$ cat config.mk
export PLATFORM = sky130hd
export DESIGN_NAME = bus_cycle_master_flat
export DESIGN_NICKNAME = d
export VERILOG_FILES = /design/src/rtl/bus_cycle_master_if.sv /design/src/rtl/bus_cycle_master.sv /design/src/flat_wrapper.sv
export SDC_FILE = /design/constraint.sdc
export NUM_CORES = 1
export LEC_CHECK = 0
export CAP_MARGIN = 20
export CORE_ASPECT_RATIO = 1.25
export CORE_MARGIN = 2
export CORE_UTILIZATION = 45
export CTS_BUF_LIST = sky130_fd_sc_hd__clkbuf_4 sky130_fd_sc_hd__clkbuf_8 sky130_fd_sc_hd__clkbuf_16
export DETAILED_ROUTE_END_ITERATION = 10
export HOLD_SLACK_MARGIN = 0.02
export PLACE_DENSITY = 0.82
export SLEW_MARGIN = 20
export SYNTH_ARGS = -nofsm -noshare
export SYNTH_HDL_FRONTEND = slang
export SYNTH_SLANG_ARGS = --single-unit
export TNS_END_PERCENT = 50
$ cat constraint.sdc
create_clock -name clock -period 5.9 [get_ports clock]
set_clock_uncertainty 0.1 [all_clocks]
set_input_delay 1.475 -clock clock [delete_from_list [all_inputs] [get_ports clock]]
set_output_delay 1.475 -clock clock [all_outputs]
set_load 0.02 [all_outputs]
$ cat src/rtl/bus_cycle_master_if.sv
// rtl/bus_cycle_master_if.sv - core request/response and multiplexed peripheral bus signal bundle
interface bus_cycle_master_if;
  // core request port
  logic        req;
  logic        req_we;
  logic        req_io;
  logic [15:0] req_addr;
  logic [7:0]  req_wdata;
  logic        req_ready;
  // core response port
  logic        rsp_valid;
  logic        rsp_err;
  logic [7:0]  rsp_rdata;
  // external multiplexed bus
  logic        ALE;
  logic        rdb;
  logic        wrb;
  logic        IOM;
  logic [7:0]  a_hi;
  logic [7:0]  ad_out;
  logic        ad_oe;
  logic [7:0]  ad_in;
  logic        READY;

  // the bus cycle initiator
  modport master (
    input  req, req_we, req_io, req_addr, req_wdata, ad_in, READY,
    output req_ready, rsp_valid, rsp_err, rsp_rdata,
           ALE, rdb, wrb, IOM, a_hi, ad_out, ad_oe
  );

  // the core plus the peripheral side of the bus
  modport slave (
    output req, req_we, req_io, req_addr, req_wdata, ad_in, READY,
    input  req_ready, rsp_valid, rsp_err, rsp_rdata,
           ALE, rdb, wrb, IOM, a_hi, ad_out, ad_oe
  );
endinterface

$ cat src/rtl/bus_cycle_master.sv
// rtl/bus_cycle_master.sv - T1-T2-(TW)-T3-TURN initiator for the ALE/RD/WR/IO-M bus
module bus_cycle_master #(
  parameter int MAX_WAIT = 15
) (
  input  logic               clock,
  input  logic               reset,
  bus_cycle_master_if.master bus
);

  localparam logic [7:0] MAX_W = 8'(MAX_WAIT);

  typedef enum logic [5:0] {
    IDLE = 6'b000001,
    T1   = 6'b000010,
    T2   = 6'b000100,
    TW   = 6'b001000,
    T3   = 6'b010000,
    TURN = 6'b100000
  } state_t;

  state_t      state;
  state_t      state_next;
  logic [7:0]  wait_cnt;
  logic [7:0]  wait_cnt_next;
  logic        timeout_next;
  logic        accept;

  logic        we_q;
  logic        io_q;
  logic [15:0] addr_q;
  logic [7:0]  wdata_q;
  logic        err_q;
  logic [7:0]  rdata_q;

  logic        in_addr_phase;
  logic        in_strobe_phase;

  assign accept = (state == IDLE) && bus.req;

  // next-state and wait-state counting; a timeout leaves TW straight for TURN
  always_comb begin
    state_next    = state;
    wait_cnt_next = wait_cnt;
    timeout_next  = 1'b0;
    case (state)
      IDLE: begin
        if (bus.req) begin
          state_next    = T1;
          wait_cnt_next = 8'd0;
        end
      end
      T1: state_next = T2;
      T2: begin
        if (bus.READY) begin
          state_next = T3;
        end else begin
          state_next    = TW;
          wait_cnt_next = 8'd1;
        end
      end
      TW: begin
        if (bus.READY) begin
          state_next = T3;
        end else if (wait_cnt < MAX_W) begin
          wait_cnt_next = wait_cnt + 8'd1;
        end else begin
          state_next   = TURN;
          timeout_next = 1'b1;
        end
      end
      T3:      state_next = TURN;
      TURN:    state_next = IDLE;
      default: state_next = IDLE;
    endcase
  end

  // state register and wait counter; reset abandons any cycle in flight
  always_ff @(posedge clock) begin
    if (reset) begin
      state    <= IDLE;
      wait_cnt <= 8'd0;
    end else begin
      state    <= state_next;
      wait_cnt <= wait_cnt_next;
    end
  end

  // latch the request at the accept edge so the core may change its fields afterwards
  always_ff @(posedge clock) begin
    if (reset) begin
      we_q    <= 1'b0;
      io_q    <= 1'b0;
      addr_q  <= 16'h0000;
      wdata_q <= 8'h00;
    end else if (accept) begin
      we_q    <= bus.req_we;
      io_q    <= bus.req_io;
      addr_q  <= bus.req_addr;
      wdata_q <= bus.req_wdata;
    end
  end

  // response capture: read data sampled leaving T3, zeroed on writes and timeouts
  always_ff @(posedge clock) begin
    if (reset) begin
      err_q   <= 1'b0;
      rdata_q <= 8'h00;
    end else begin
      if (accept) begin
        err_q <= 1'b0;
      end else if (timeout_next) begin
        err_q <= 1'b1;
      end
      if (state == T3) begin
        rdata_q <= we_q ? 8'h00 : bus.ad_in;
      end else if (timeout_next) begin
        rdata_q <= 8'h00;
      end
    end
  end

  assign in_addr_phase   = (state == T1) || (state == T2) || (state == TW) || (state == T3);
  assign in_strobe_phase = (state == T2) || (state == TW) || (state == T3);

  // Moore output decode from state and the latched request
  always_comb begin
    bus.req_ready = (state == IDLE);
    bus.rsp_valid = (state == TURN);
    bus.rsp_err   = (state == TURN) && err_q;
    bus.rsp_rdata = rdata_q;
    bus.ALE       = (state == T1);
    bus.rdb       = !(in_strobe_phase && !we_q);
    bus.wrb       = !(in_strobe_phase && we_q);
    bus.IOM       = in_addr_phase && io_q;
    bus.a_hi      = in_addr_phase ? addr_q[15:8] : 8'h00;
    bus.ad_out    = 8'h00;
    bus.ad_oe     = 1'b0;
    if (state == T1) begin
      bus.ad_out = addr_q[7:0];
      bus.ad_oe  = 1'b1;
    end else if (in_strobe_phase && we_q) begin
      bus.ad_out = wdata_q;
      bus.ad_oe  = 1'b1;
    end
  end

endmodule

$ cat src/flat_wrapper.sv
// flat-port wrapper written by rule: the top's interface ports become plain ports
module bus_cycle_master_flat 
#(
  parameter int MAX_WAIT = 15
)
  (clock, reset, bus_req, bus_req_we, bus_req_io, bus_req_addr, bus_req_wdata, bus_ad_in, bus_READY, bus_req_ready, bus_rsp_valid, bus_rsp_err, bus_rsp_rdata, bus_ALE, bus_rdb, bus_wrb, bus_IOM, bus_a_hi, bus_ad_out, bus_ad_oe);
  bus_cycle_master_if bus_i ();
  input  logic clock;
  input  logic reset;
  input wire logic [$bits(bus_i.req)-1:0] bus_req;
  input wire logic [$bits(bus_i.req_we)-1:0] bus_req_we;
  input wire logic [$bits(bus_i.req_io)-1:0] bus_req_io;
  input wire logic [$bits(bus_i.req_addr)-1:0] bus_req_addr;
  input wire logic [$bits(bus_i.req_wdata)-1:0] bus_req_wdata;
  input wire logic [$bits(bus_i.ad_in)-1:0] bus_ad_in;
  input wire logic [$bits(bus_i.READY)-1:0] bus_READY;
  output wire logic [$bits(bus_i.req_ready)-1:0] bus_req_ready;
  output wire logic [$bits(bus_i.rsp_valid)-1:0] bus_rsp_valid;
  output wire logic [$bits(bus_i.rsp_err)-1:0] bus_rsp_err;
  output wire logic [$bits(bus_i.rsp_rdata)-1:0] bus_rsp_rdata;
  output wire logic [$bits(bus_i.ALE)-1:0] bus_ALE;
  output wire logic [$bits(bus_i.rdb)-1:0] bus_rdb;
  output wire logic [$bits(bus_i.wrb)-1:0] bus_wrb;
  output wire logic [$bits(bus_i.IOM)-1:0] bus_IOM;
  output wire logic [$bits(bus_i.a_hi)-1:0] bus_a_hi;
  output wire logic [$bits(bus_i.ad_out)-1:0] bus_ad_out;
  output wire logic [$bits(bus_i.ad_oe)-1:0] bus_ad_oe;
  assign bus_i.req = bus_req;
  assign bus_i.req_we = bus_req_we;
  assign bus_i.req_io = bus_req_io;
  assign bus_i.req_addr = bus_req_addr;
  assign bus_i.req_wdata = bus_req_wdata;
  assign bus_i.ad_in = bus_ad_in;
  assign bus_i.READY = bus_READY;
  assign bus_req_ready = bus_i.req_ready;
  assign bus_rsp_valid = bus_i.rsp_valid;
  assign bus_rsp_err = bus_i.rsp_err;
  assign bus_rsp_rdata = bus_i.rsp_rdata;
  assign bus_ALE = bus_i.ALE;
  assign bus_rdb = bus_i.rdb;
  assign bus_wrb = bus_i.wrb;
  assign bus_IOM = bus_i.IOM;
  assign bus_a_hi = bus_i.a_hi;
  assign bus_ad_out = bus_i.ad_out;
  assign bus_ad_oe = bus_i.ad_oe;
  bus_cycle_master #(.MAX_WAIT(MAX_WAIT)) u_core (.clock(clock), .reset(reset), .bus(bus_i));
endmodule
# Yosys cells after proc, flatten, opt, wreduce, memory -nomap -nowiden
# Index checks and enable logic that the tools add are counted.
# W data, S select, Z words.
word_totals:
  register_bits: 49
  out_inout_bits: 32
  wordCells: 60
classes:
  n_addsub: 1
  n_lt_le_gt_ge: 1
  eq_ne: 11
  mux: 21
  reduce_logical: 18
ops:
  columns: ["cell", "count"]
  rows:
  - ["$mux W8", 10]
  - ["$pmux W6 S5", 1]
  - ["$pmux W8 S3", 1]
  - ["$mux W6", 3]
  - ["$add A8 B1 Y8 const B", 1]
  - ["$lt A8 B4 Y1 const B", 1]
  - ["$eq A6 B1 Y1 const B", 1]
  - ["$eq A6 B2 Y1 const B", 1]
  - ["$eq A6 B3 Y1 const B", 1]
  - ["$eq A6 B4 Y1 const B", 1]
  - ["$eq A6 B5 Y1 const B", 1]
  - ["$eq A6 B6 Y1 const B", 1]
  - ["$ne A2 B2 Y1 const B", 3]
  - ["$logic_and A1 B1 Y1", 5]
  - ["$logic_or A1 B1 Y1", 5]
  - ["$mux W1", 5]
  - ["$mux W5", 1]
  - ["$reduce_and A5 Y1", 1]
  - ["$logic_not A1 Y1", 3]
  - ["$ne A3 B3 Y1 const B", 1]
  - ["$reduce_bool A3 Y1", 1]
  - ["$ne A2 B1 Y1 const B", 1]
  - ["$reduce_and A2 Y1", 1]
  - ["$reduce_bool A2 Y1", 1]
  - ["$reduce_or A2 Y1", 1]

# Depth between registers and ports, before layout
depth:
  ltp_word: 6
  mapped_depth: 7
  mapped_depth_nobuf: 6

# Least setup slack after synthesis
# No wires, ideal clock.
synth_path:
  path_type: "register to output"
  start: "register u_core.state[2]"
  end: "output bus_rsp_err"
  arrival_time_ns: 1.796
  required_time_ns: 4.325
  setup_slack_ns: 2.529
  path_stages_with_launch: 4
  path_cell_list: "dfxtp_1 or4_4 nor3b_1 and2_1"
synth_via:
  elab_chain_cells: 2
synth_rtl:
  columns: ["element", "line_no", "rtl"]
  rows:
  - ["start, declared", "bus_cycle_master.sv:21", "state_t state;"]
  - ["start signal, assigned", "bus_cycle_master.sv:83", "state <= state_next;"]
  - ["$eq A6 B6 Y1", null, null]
  - ["via bus_rsp_valid", "flat_wrapper.sv:18", "output wire logic [$bits(bus_i.rsp_valid)-1:0] bus_rsp_valid;"]
  - ["$logic_and A1 B1 Y1", "bus_cycle_master.sv:129", "bus.rsp_err = (state == TURN) && err_q;"]
  - ["end, declared", "flat_wrapper.sv:19", "output wire logic [$bits(bus_i.rsp_err)-1:0] bus_rsp_err;"]
# The timed path passes the listed nets, and every way through them passes these cells.

# Worst setup path after layout
layout_path:
  start: "register u_core.state[5]"
  end: "output bus_ad_out[2]"
layout_via:
  elab_chain_cells: 6
  word_cells_on_any_way: 9
  classes_between: "eq/ne (4); mux (2); reduce/logical (3)"
layout_rtl:
  columns: ["element", "line_no", "rtl"]
  rows:
  - ["$eq A6 B3 Y1 or $eq A6 B4 Y1 (tied branches)", "bus_cycle_master.sv:123", "assign in_strobe_phase = (state == T2) || (state == TW) || (state == T3);"]
  - ["$logic_or A1 B1 Y1 (2 in a row)", "bus_cycle_master.sv:123", null]
  - ["$logic_and A1 B1 Y1", "bus_cycle_master.sv:141", "end else if (in_strobe_phase && we_q) begin"]
  - ["$mux W8", "bus_cycle_master.sv:141", null]
  - ["$mux W8 *", "bus_cycle_master.sv:138", "if (state == T1) begin"]
  - ["end, declared", "flat_wrapper.sv:26", "output wire logic [$bits(bus_i.ad_out)-1:0] bus_ad_out;"]
# Every way passes the cells marked *; elsewhere a longest branch is shown, timed or not.

==> impl_metrics.env <==
export IMPL_avgSynthCellArea_um2=8.233
export IMPL_hpwl_um=3752
export IMPL_relSlewSlack=0.3414
export IMPL_powerDensity_nw_per_um2=223.6
export IMPL_synth_edf_count=0
export IMPL_first_iter_violations=102
export IMPL_worst_path_max_delay_cell="clkdlybuf4s50_1"
export IMPL_ir_drop_mv=0.1382
export IMPL_drive_gt1_frac=0.05901
export IMPL_synth_most_common_cell="nand2_1"
export IMPL_globalRouteTotalUtil=0.2093
export IMPL_synth_top_area_cell="dfxtp_1"
export IMPL_synth_top_cells_by_area="dfxtp_1 46%, nand2_1 11%, a21oi_1 7.6%"
export IMPL_worst_pin_slew_ns=0.9879
export IMPL_ys_types=44
export IMPL_wl_per_cell_um=13.82
export IMPL_status="completed"
export IMPL_fin_tns_setup_ns=0
export IMPL_postRouteAntennaNets=0
export IMPL_regToRegSetupSlack_ns=3.35
export IMPL_clk_latency_ns=0.29
export IMPL_wirelength_um=5252
export IMPL_final_period_utilization=0.7198
export IMPL_worstSetupEndpoint="bus_ad_out[2]"
export IMPL_slew_viol_final=0
export IMPL_via_per_inst=5.271
export IMPL_ios=70
export IMPL_post_cts_buffers=0
export IMPL_synth_top_area_share=0.4636
export IMPL_rsz0062_at_grt="false"
export IMPL_nets=361
export IMPL_areaGrowthSynthToFinish_pct=37.67
export IMPL_synthCells=257
export IMPL_critPathRequiredTime_ns=4.32
export IMPL_firstDrtPassIters=4
export IMPL_ys_seq_elements=49
export IMPL_fmax_ghz=0.2355
export IMPL_grt_pass1_vias=1888
export IMPL_antenna_found_initial=0
export IMPL_core_area_um2=4459
export IMPL_synthesis_nets=296
export IMPL_fp_row_count=27
export IMPL_clockBufferDepth=2
export IMPL_rr_endpoint="u_core.addr_q[6]$_SDFFE_PP0P_"
export IMPL_cts_resized=0
export IMPL_whs_ns=0.3513
export IMPL_finalPower_w=0.0006513
export IMPL_dieArea_um2=5270
export IMPL_die_h_um=80.67
export IMPL_crit_fanout=10
export IMPL_gr_total_overflow=0
export IMPL_finalHoldViolCount=0
export IMPL_initial_utilization=0.4745
export IMPL_crit_start="u_core.state[5]$_SDFFE_PP0P_"
export IMPL_total_leakage_power_nw=1.059
export IMPL_clk_pin_slew_worst_paths_ns=0.08
export IMPL_ys_async_sr_fraction=0
export IMPL_cts_hold_buf=0
export IMPL_critical_path_class="flop to output pin"
export IMPL_crit_arrival_ns=2.67
export IMPL_n_fill_cell=403
export IMPL_via_count=2003
export IMPL_portBuffers=69
export IMPL_clkSinkCount=49
export IMPL_grt_pass1_wl_um=8452
export IMPL_ys_flop_type="dfxtp_1"
export IMPL_critPathCaptureType="output pin"
export IMPL_antenna_cells=0
export IMPL_post_route_min_period_ns=4.247
export IMPL_hold_path_class="flop to flop"
export IMPL_grt_max_degree=43
export IMPL_cts_max_level=2
export IMPL_route_detailed_drc=0
export IMPL_setup_violations=0
export IMPL_cts_tree="done"
export IMPL_path_cells="nor3_1 > o311ai_0 > nor2_1 > a22o_1 > clkdlybuf4s50_1"
export IMPL_maxCapViolations=0
export IMPL_yosys_warnings=0
export IMPL_rr_startpoint="u_core.state[2]$_SDFFE_PP0P_"
export IMPL_yosysSeqAreaShare=0.4636
export IMPL_reg2regPathDepth=5
export IMPL_synthTopCellsByCount="62 x nand2_1, 49 x dfxtp_1, 32 x a21oi_1"
export IMPL_startpoint_type="flop"
export IMPL_critPathMaxStageDelay_ns=0.60
export IMPL_ctsRootBufferMaster="clkbuf_8"
export IMPL_cts_buffers=5
export IMPL_die_width_um=65.33
export IMPL_syn_area_um2=2116
export IMPL_gp_congestion=0.7797
through the flow:
stage,area [µm²],std cells,util,worst slack [ns]
detailed placement,2823,373,0.6330,2.009
global placement,2823,373,0.6330,2.105
floorplan,2116,257,-,2.529
global route,2913,380,0.6532,1.443
CTS,2913,380,0.6532,1.648
finish,2913,380,0.6532,1.653
worst max-delay path, delay by kind of cell (launching register included):
family / cells / cell delay, ns
buf+inv: 1 / 0.60
flops: 1 / 0.38
simple gates: 2 / 0.89
compound gates: 2 / 0.50
where the power goes:
| group | switching (W) | internal, W | total, W |
|---|---|---|---|
| Sequential | 0.0000103 | 0.000346 | 0.000357 |
| Clock | 0.0000995 | 0.0000977 | 0.000197 |
| Combinational | 0.0000497 | 0.0000479 | 0.0000976 |
area by class of cell:
cell class / instances / area [µm²] / area share
multi-input combinational: 190 / 1049 / 0.3600
clock buffer: 7 / 90.09 / 0.03093
tap: 58 / 72.57 / 0.02491
inverter: 6 / 22.52 / 0.007732
sequential: 49 / 980.9 / 0.3368
timing repair buffer: 70 / 698.2 / 0.2397
cells by family (layout without fill, tap and decap cells):
kind of cell,Yosys count,count (layout),synth area share
compound gates,66,66,0.2040
buf+inv,18,83,0.04080
xor+xnor,1,1,0.004140
simple gates,122,122,0.2815
flops,49,49,0.4636
fa+ha+maj,1,1,0.005913
layer usage:
layer  GRT usage  share of wire  vias up
met5           0              0        -
met4      0.1021          0.019        0
met3     0.05042          0.048       10
met2      0.3755           0.52       47
met1      0.2272           0.41      928
li1            -              -     1018
worst min-delay path by stage:
stage,from,end,slack [ns],depth (start not counted)
finish,u_core.addr_q[11]$_SDFFE_PP0P_,u_core.addr_q[11]$_SDFFE_PP0P_,0.35,2
global route,u_core.addr_q[10]$_SDFFE_PP0P_,u_core.addr_q[10]$_SDFFE_PP0P_,0.38,2
CTS,u_core.addr_q[11]$_SDFFE_PP0P_,u_core.addr_q[11]$_SDFFE_PP0P_,0.35,2
detailed placement,u_core.addr_q[11]$_SDFFE_PP0P_,u_core.addr_q[11]$_SDFFE_PP0P_,0.34,2
global placement,u_core.addr_q[11]$_SDFFE_PP0P_,u_core.addr_q[11]$_SDFFE_PP0P_,0.34,2
floorplan,u_core.addr_q[10]$_SDFFE_PP0P_,u_core.addr_q[10]$_SDFFE_PP0P_,0.33,2
registers in the layout, summed over array words and instances (netlist names):
name	count
u_core.err_q	1
u_core.addr_q	16
u_core.bus.rsp_rdata	8
u_core.io_q	1
u_core.state	6
u_core.wdata_q	8
u_core.we_q	1
u_core.wait_cnt	8
placed cells by master (no fill, tap or decap), types with 2 or more instances in the layout:
cell,instances
nand2b_1,2
nor2_1,16
nand4_1,3
and2_1,13
nor3_1,4
o21a_1,4
dfxtp_1,49
inv_1,6
nand2_1,62
o21ai_0,4
clkbuf_8,6
clkdlybuf4s50_1,69
a22o_1,8
a22oi_1,8
nand3_1,3
a21oi_1,32
nor4_1,5
nor2b_1,2
(Power assumes the default switching activity.)
==> variant 1 (same settings) <==
The 6 states of `state_t` get a binary encoding in 3 bits.
--- a/src/rtl/bus_cycle_master.sv
+++ b/src/rtl/bus_cycle_master.sv
@@ -9,13 +9,13 @@
 
   localparam logic [7:0] MAX_W = 8'(MAX_WAIT);
 
-  typedef enum logic [5:0] {
-    IDLE = 6'b000001,
-    T1   = 6'b000010,
-    T2   = 6'b000100,
-    TW   = 6'b001000,
-    T3   = 6'b010000,
-    TURN = 6'b100000
+  typedef enum logic [2:0] {
+    IDLE = 3'd0,
+    T1   = 3'd1,
+    T2   = 3'd2,
+    TW   = 3'd3,
+    T3   = 3'd4,
+    TURN = 3'd5
   } state_t;
 
   state_t      state;
Function: no difference found for any inputs over 10 cycles, from zero or initial values and one cycle with reset high; not proved beyond that.
==> variant 1 against the original RTL <==
Routed wire length down 16%; worst setup slack better by 0.014 ns; design area down 2.8%; combinational power up 49%; area after synthesis down 4.2%; count of clock-buffer cells in the layout down 2; power up 18%; sequential cell count down 3; critical path type unchanged; largest power group unchanged.
==> variant 1: results (changes against the original RTL) <==
Status
  – Status: finished, final reports clean

Cells and area
  – Layout cells sized above 1: 7.53% (+1.6 points)
  – Final Net Count: 330 (-8.6%)

Yosys
  – Syn_nets: 269 (-9.1%)
  – Sequential share of the synthesized area: 45.4% (-0.93 points)
  – Mean area per synthesized cell: 8.81 µm² (+7.0%)
  – Post-synthesis cell type count: 43 (-2.3%)

Setup path
  – Reg2Reg Depth: 4 (-1)
  – R2r setup slk: 3.90 ns (+0.55 ns)
  – Crit path DAT: 2.66 ns (about the same)
  – Worst flop-to-flop path endpoint: u_core.addr_q[15]

STA
  – Hold slack: 0.353 ns (+0.00197 ns)
  – Slew headroom: 36.3% (+2.2 points)

GRT
  – Vias in the first global route: 1582 (-16%)
  – First-pass GRT wire length: 7310 µm (-13%)
  – Largest net degree at the start of global routing: 48 (+12%)
  – Total track usage: 18.1% (-2.9 points)

Placed design
  – Final GP Congestion: 0.740 (-5.1%)
  – Final HPWL from detailed placement: 3030 µm (-19%)
  – Placed cells: 342 (-8.3%)
  – Placed Area: 2690 µm² (-4.6%)

Detailed routing
  – Drt total wl: 4400 µm (-16%)
  – Routed wire per std cell: 12.6 µm (-9.0%)

Min path
  – Hold worst-path end: u_core.addr_q[12]
  – HP Start: u_core.addr_q[12]

Pwr
  – VDD IR-drop max: 149 µV (+7.5%)
  – Leakage power: 1.04 nW (-1.5%)
variant 1: cell types whose count changed in the layout (fill, tap and decap cells not counted), moves of 3 or more:
cell	change
a32oi_1	+8
a22oi_1	-8
nand2_1	-5
dfxtp_1	-3
nand4_1	-3
a21o_1	+3
a21oi_1	-5
nor3_1	-3
o21a_1	-4
o21ai_0	-3
nor2_1	-5
nor4_1	-4
variant 1: worst max path at each step:
stage                         start            end  slack (ns)  depth (start not counted)
finish              u_core.state[1]  bus_ad_out[5]        1.67                          5
global route        u_core.state[1]  bus_ad_out[5]        1.45                          5
CTS                 u_core.state[1]  bus_ad_out[5]        1.66                          5
detailed placement  u_core.state[1]  bus_ad_out[5]        1.99                          5
global placement    u_core.state[1]  bus_ad_out[3]        2.07                          5
floorplan           u_core.state[0]  bus_ad_out[0]        2.85                          3
variant 1: kinds of logic after synthesis:
| family | Yosys count | synth area share [%] |
|---|---|---|
| xor+xnor | 1 | 0.432 |
| flops | 46 | 45.4 |
| fa+ha+maj | 1 | 0.617 |
| simple gates | 102 | 27.5 |
| compound gates | 60 | 20.6 |
| buf+inv | 20 | 5.43 |
variant 1: power by group through the flow:
stage | sequential (mW) | clock [mW] | combinational [mW]
after floorplan | 0.347 | 0 | 0.0976
after global placement | 0.354 | 0 | 0.144
after detailed placement | 0.355 | 0 | 0.145
after CTS | 0.347 | 0.280 | 0.146
after global routing | 0.350 | 0.297 | 0.160
final | 0.347 | 0.277 | 0.145
variant 1: metrics by stage:
| stage | setup WS, ns | util (%) |
|---|---|---|
| after detailed placement | 1.99 | 61.8 |
| final | 1.67 | 65.0 |
| after global placement | 2.07 | 61.8 |
| after CTS | 1.66 | 65.0 |
| after global routing | 1.45 | 65.0 |
| after floorplan | 2.85 | - |
variant 1: critical path: cells and delay by family (launching register included):
family                 cells  cell delay (ns)
AO/OA/AOI/OAI              2             0.75
buffers and inverters      1             0.60
AND/OR/NAND/NOR            2             0.52
flip-flops                 1             0.49
variant 1: routing by layer:
metal | vias up | part of all wire (%) | track usage (%)
met5 | - | 0 | 0
met3 | 6 | 5.8 | 5.10
li1 | 916 | - | -
met1 | 812 | 46 | 23.7
met4 | 0 | 1.4 | 5.87
met2 | 54 | 47 | 28.5
variant 1: cell type report:
class	count	area, µm²
Timing Repair Buffer	69	686
Fill cell	363	1530
Multi-Input combinational cell	164	996
Clock inverter	3	68.8
Inverter	5	18.8
Sequential cell	46	921
Clock buffer	5	68.8
Tap cell	58	72.6
==> variant 2 (same settings) <==
Without the edit above. `MAX_WAIT` is set to 15 in 2 places; all go to 7.
--- a/src/rtl/bus_cycle_master.sv
+++ b/src/rtl/bus_cycle_master.sv
@@ -1,6 +1,6 @@
 // rtl/bus_cycle_master.sv - T1-T2-(TW)-T3-TURN initiator for the ALE/RD/WR/IO-M bus
 module bus_cycle_master #(
-  parameter int MAX_WAIT = 15
+  parameter int MAX_WAIT = 7
 ) (
   input  logic               clock,
   input  logic               reset,
--- a/src/flat_wrapper.sv
+++ b/src/flat_wrapper.sv
@@ -1,7 +1,7 @@
 // flat-port wrapper written by rule: the top's interface ports become plain ports
 module bus_cycle_master_flat 
 #(
-  parameter int MAX_WAIT = 15
+  parameter int MAX_WAIT = 7
 )
   (clock, reset, bus_req, bus_req_we, bus_req_io, bus_req_addr, bus_req_wdata, bus_ad_in, bus_READY, bus_req_ready, bus_rsp_valid, bus_rsp_err, bus_rsp_rdata, bus_ALE, bus_rdb, bus_wrb, bus_IOM, bus_a_hi, bus_ad_out, bus_ad_oe);
   bus_cycle_master_if bus_i ();
Formal check against the unedited RTL: no difference found for any inputs over 10 cycles, from zero or initial values and one cycle with reset high; that may be too few to reach the edited logic, so the function may still have changed.
==> variant 2 against the original RTL <==
First-iteration DRC count is 26% lower; combinational power is 8.7% lower; worst setup slack worse by 0.23 ns; routed wire length is 4.4% lower; design area is 1.3% higher; area after synthesis is 0.59% higher; sequential cell count stayed put; power is 6.8% higher; largest power group unchanged; critical endpoint is now bus_a_hi[2].
==> variant 2: results (changes against the original RTL) <==
GRT
  – Largest net degree at the start of global routing: 39 (-9.3%)
  – First-pass GRT wire length: 8200 µm (-3.0%)
  – Vias in the first global route: 1850 (-2.0%)
  – Total track usage: 19.7% (-1.2 points)

Detailed routing
  – Number of vias per cell: 5.17 (-1.9%)
  – First-pass iteration count of the detailed router: 4 (unchanged)
  – Initial drt markers: 75 (-26%)
  – Drt total wl: 5020 µm (-4.4%)

Clock network
  – CTS Buf Count: 5 (unchanged)
  – H-Tree Level Count: 2 (unchanged)
  – Clock latency at the later pin of the worst-skew pair: 0.30 ns
  – PostCTS Resize Cnt: 0 (unchanged)
  – Clock Tree Root: clkbuf_8
  – Reg clk slew, reported paths: 0.08 ns (about the same)
  – Number of setup buffers added after CTS: 0 (unchanged)

Placed design
  – Placed Area: 2830 µm² (+0.31%)
  – Final HPWL from detailed placement: 3520 µm (-6.1%)
  – Final GP Congestion: 0.839 (+7.7%)
  – Dpl ws: 1.75 ns (-0.262 ns)
  – Placed cells: 370 (-0.80%)

Cells and area
  – Largest Register: u_core.addr_q
  – Max reg flops: 16 (unchanged)
  – Final std cells w/o fill: 378 (-0.53%)
  – Final Net Count: 356 (-1.4%)
  – Layout cells sized above 1: 7.23% (+1.3 points)

Yosys
  – Mean area per synthesized cell: 8.38 µm² (+1.8%)
  – Post-synthesis cell type count: 40 (-9.1%)
  – Sequential share of the synthesized area: 46.1% (-0.27 points)
  – Most frequent cells after synthesis: nand2_1 (57), dfxtp_1 (49), a21oi_1 (31), a22o_1 (14), and2_1 (13)
  – Syn_nets: 293 (-1.0%)
  – Ys Warns: 0 (unchanged)
  – Top post-synthesis cells by area: dfxtp_1 (46%), nand2_1 (10%), a21oi_1 (7.3%)
  – Post-synth ARST share: 0% (unchanged)

Setup path
  – Crit Path Max Fanout: 11 (+1)

Status
  – Status: finished, final reports clean

Pwr
  – Leakage power: 1.08 nW (+2.1%)
  – VDD IR-drop max: 195 µV (+41%)

STA
  – Slew headroom: 33.9% (-0.20 points)
## variant 2: cell count changes in the layout (fill, tap and decap cells not counted), moves of 3 or more
cell     change
a22o_1       +6
a22oi_1      -8
a31oi_1      +3
nand2_1      -5
nor2_1       -4
o21a_1       -4
## variant 2: cell type report
cell class,count,area (µm²)
clock inverters,1,30.0
fillers,411,1710
flip-flops and latches,49,981
clock buffers,7,90.1
well taps,60,75.1
inverters,8,30.0
repair buffers,71,706
multi-input cells,182,1040
## variant 2: routing by layer
layer | global-route usage, % | share of wire [%] | vias up
met5 | 0 | 0 | -
met1 | 21.8 | 42 | 902
met2 | 35.0 | 51 | 47
li1 | - | - | 1000
met3 | 6.79 | 6.2 | 5
met4 | 6.88 | 1.2 | 0
## variant 2: final timing paths
| path | from | end | slack (ns) | cells after the start |
|---|---|---|---|---|
| worst min register to register | u_core.io_q | u_core.io_q | 0.36 | 2 |
| worst max register to register | u_core.state[2] | u_core.wait_cnt[2] | 3.27 | 5 |
| worst min-delay path | u_core.io_q | u_core.io_q | 0.36 | 2 |
| worst max-delay path | u_core.state[2] | bus_a_hi[2] | 1.42 | 6 |
## variant 2: critical path: stages (launching register included)
cell,delay (ns)
dfxtp_1,0.38
or4b_2,0.70
nor3_1,0.19
buf_4,0.21
nand2b_1,0.32
and2_1,0.19
clkdlybuf4s50_1,0.60
## variant 2: kinds of logic (layout without fill, tap and decap cells)
group                      count (synthesis)  in the layout  synth area share (%)
buffers and inverters                     23             87                  5.06
xor gates and xnor gates                   2              2                 0.823
and+or+nand+nor                          116            116                  27.3
AOI/OAI and AO/OA                         63             63                  20.2
DFF                                       49             49                  46.1
adders and majority gates                  1              1                 0.588
## variant 2: power breakdown
part	internal [mW]	switching, mW
Clock	0.143	0.109
Sequential	0.345	0.00968
Combinational	0.0429	0.0462
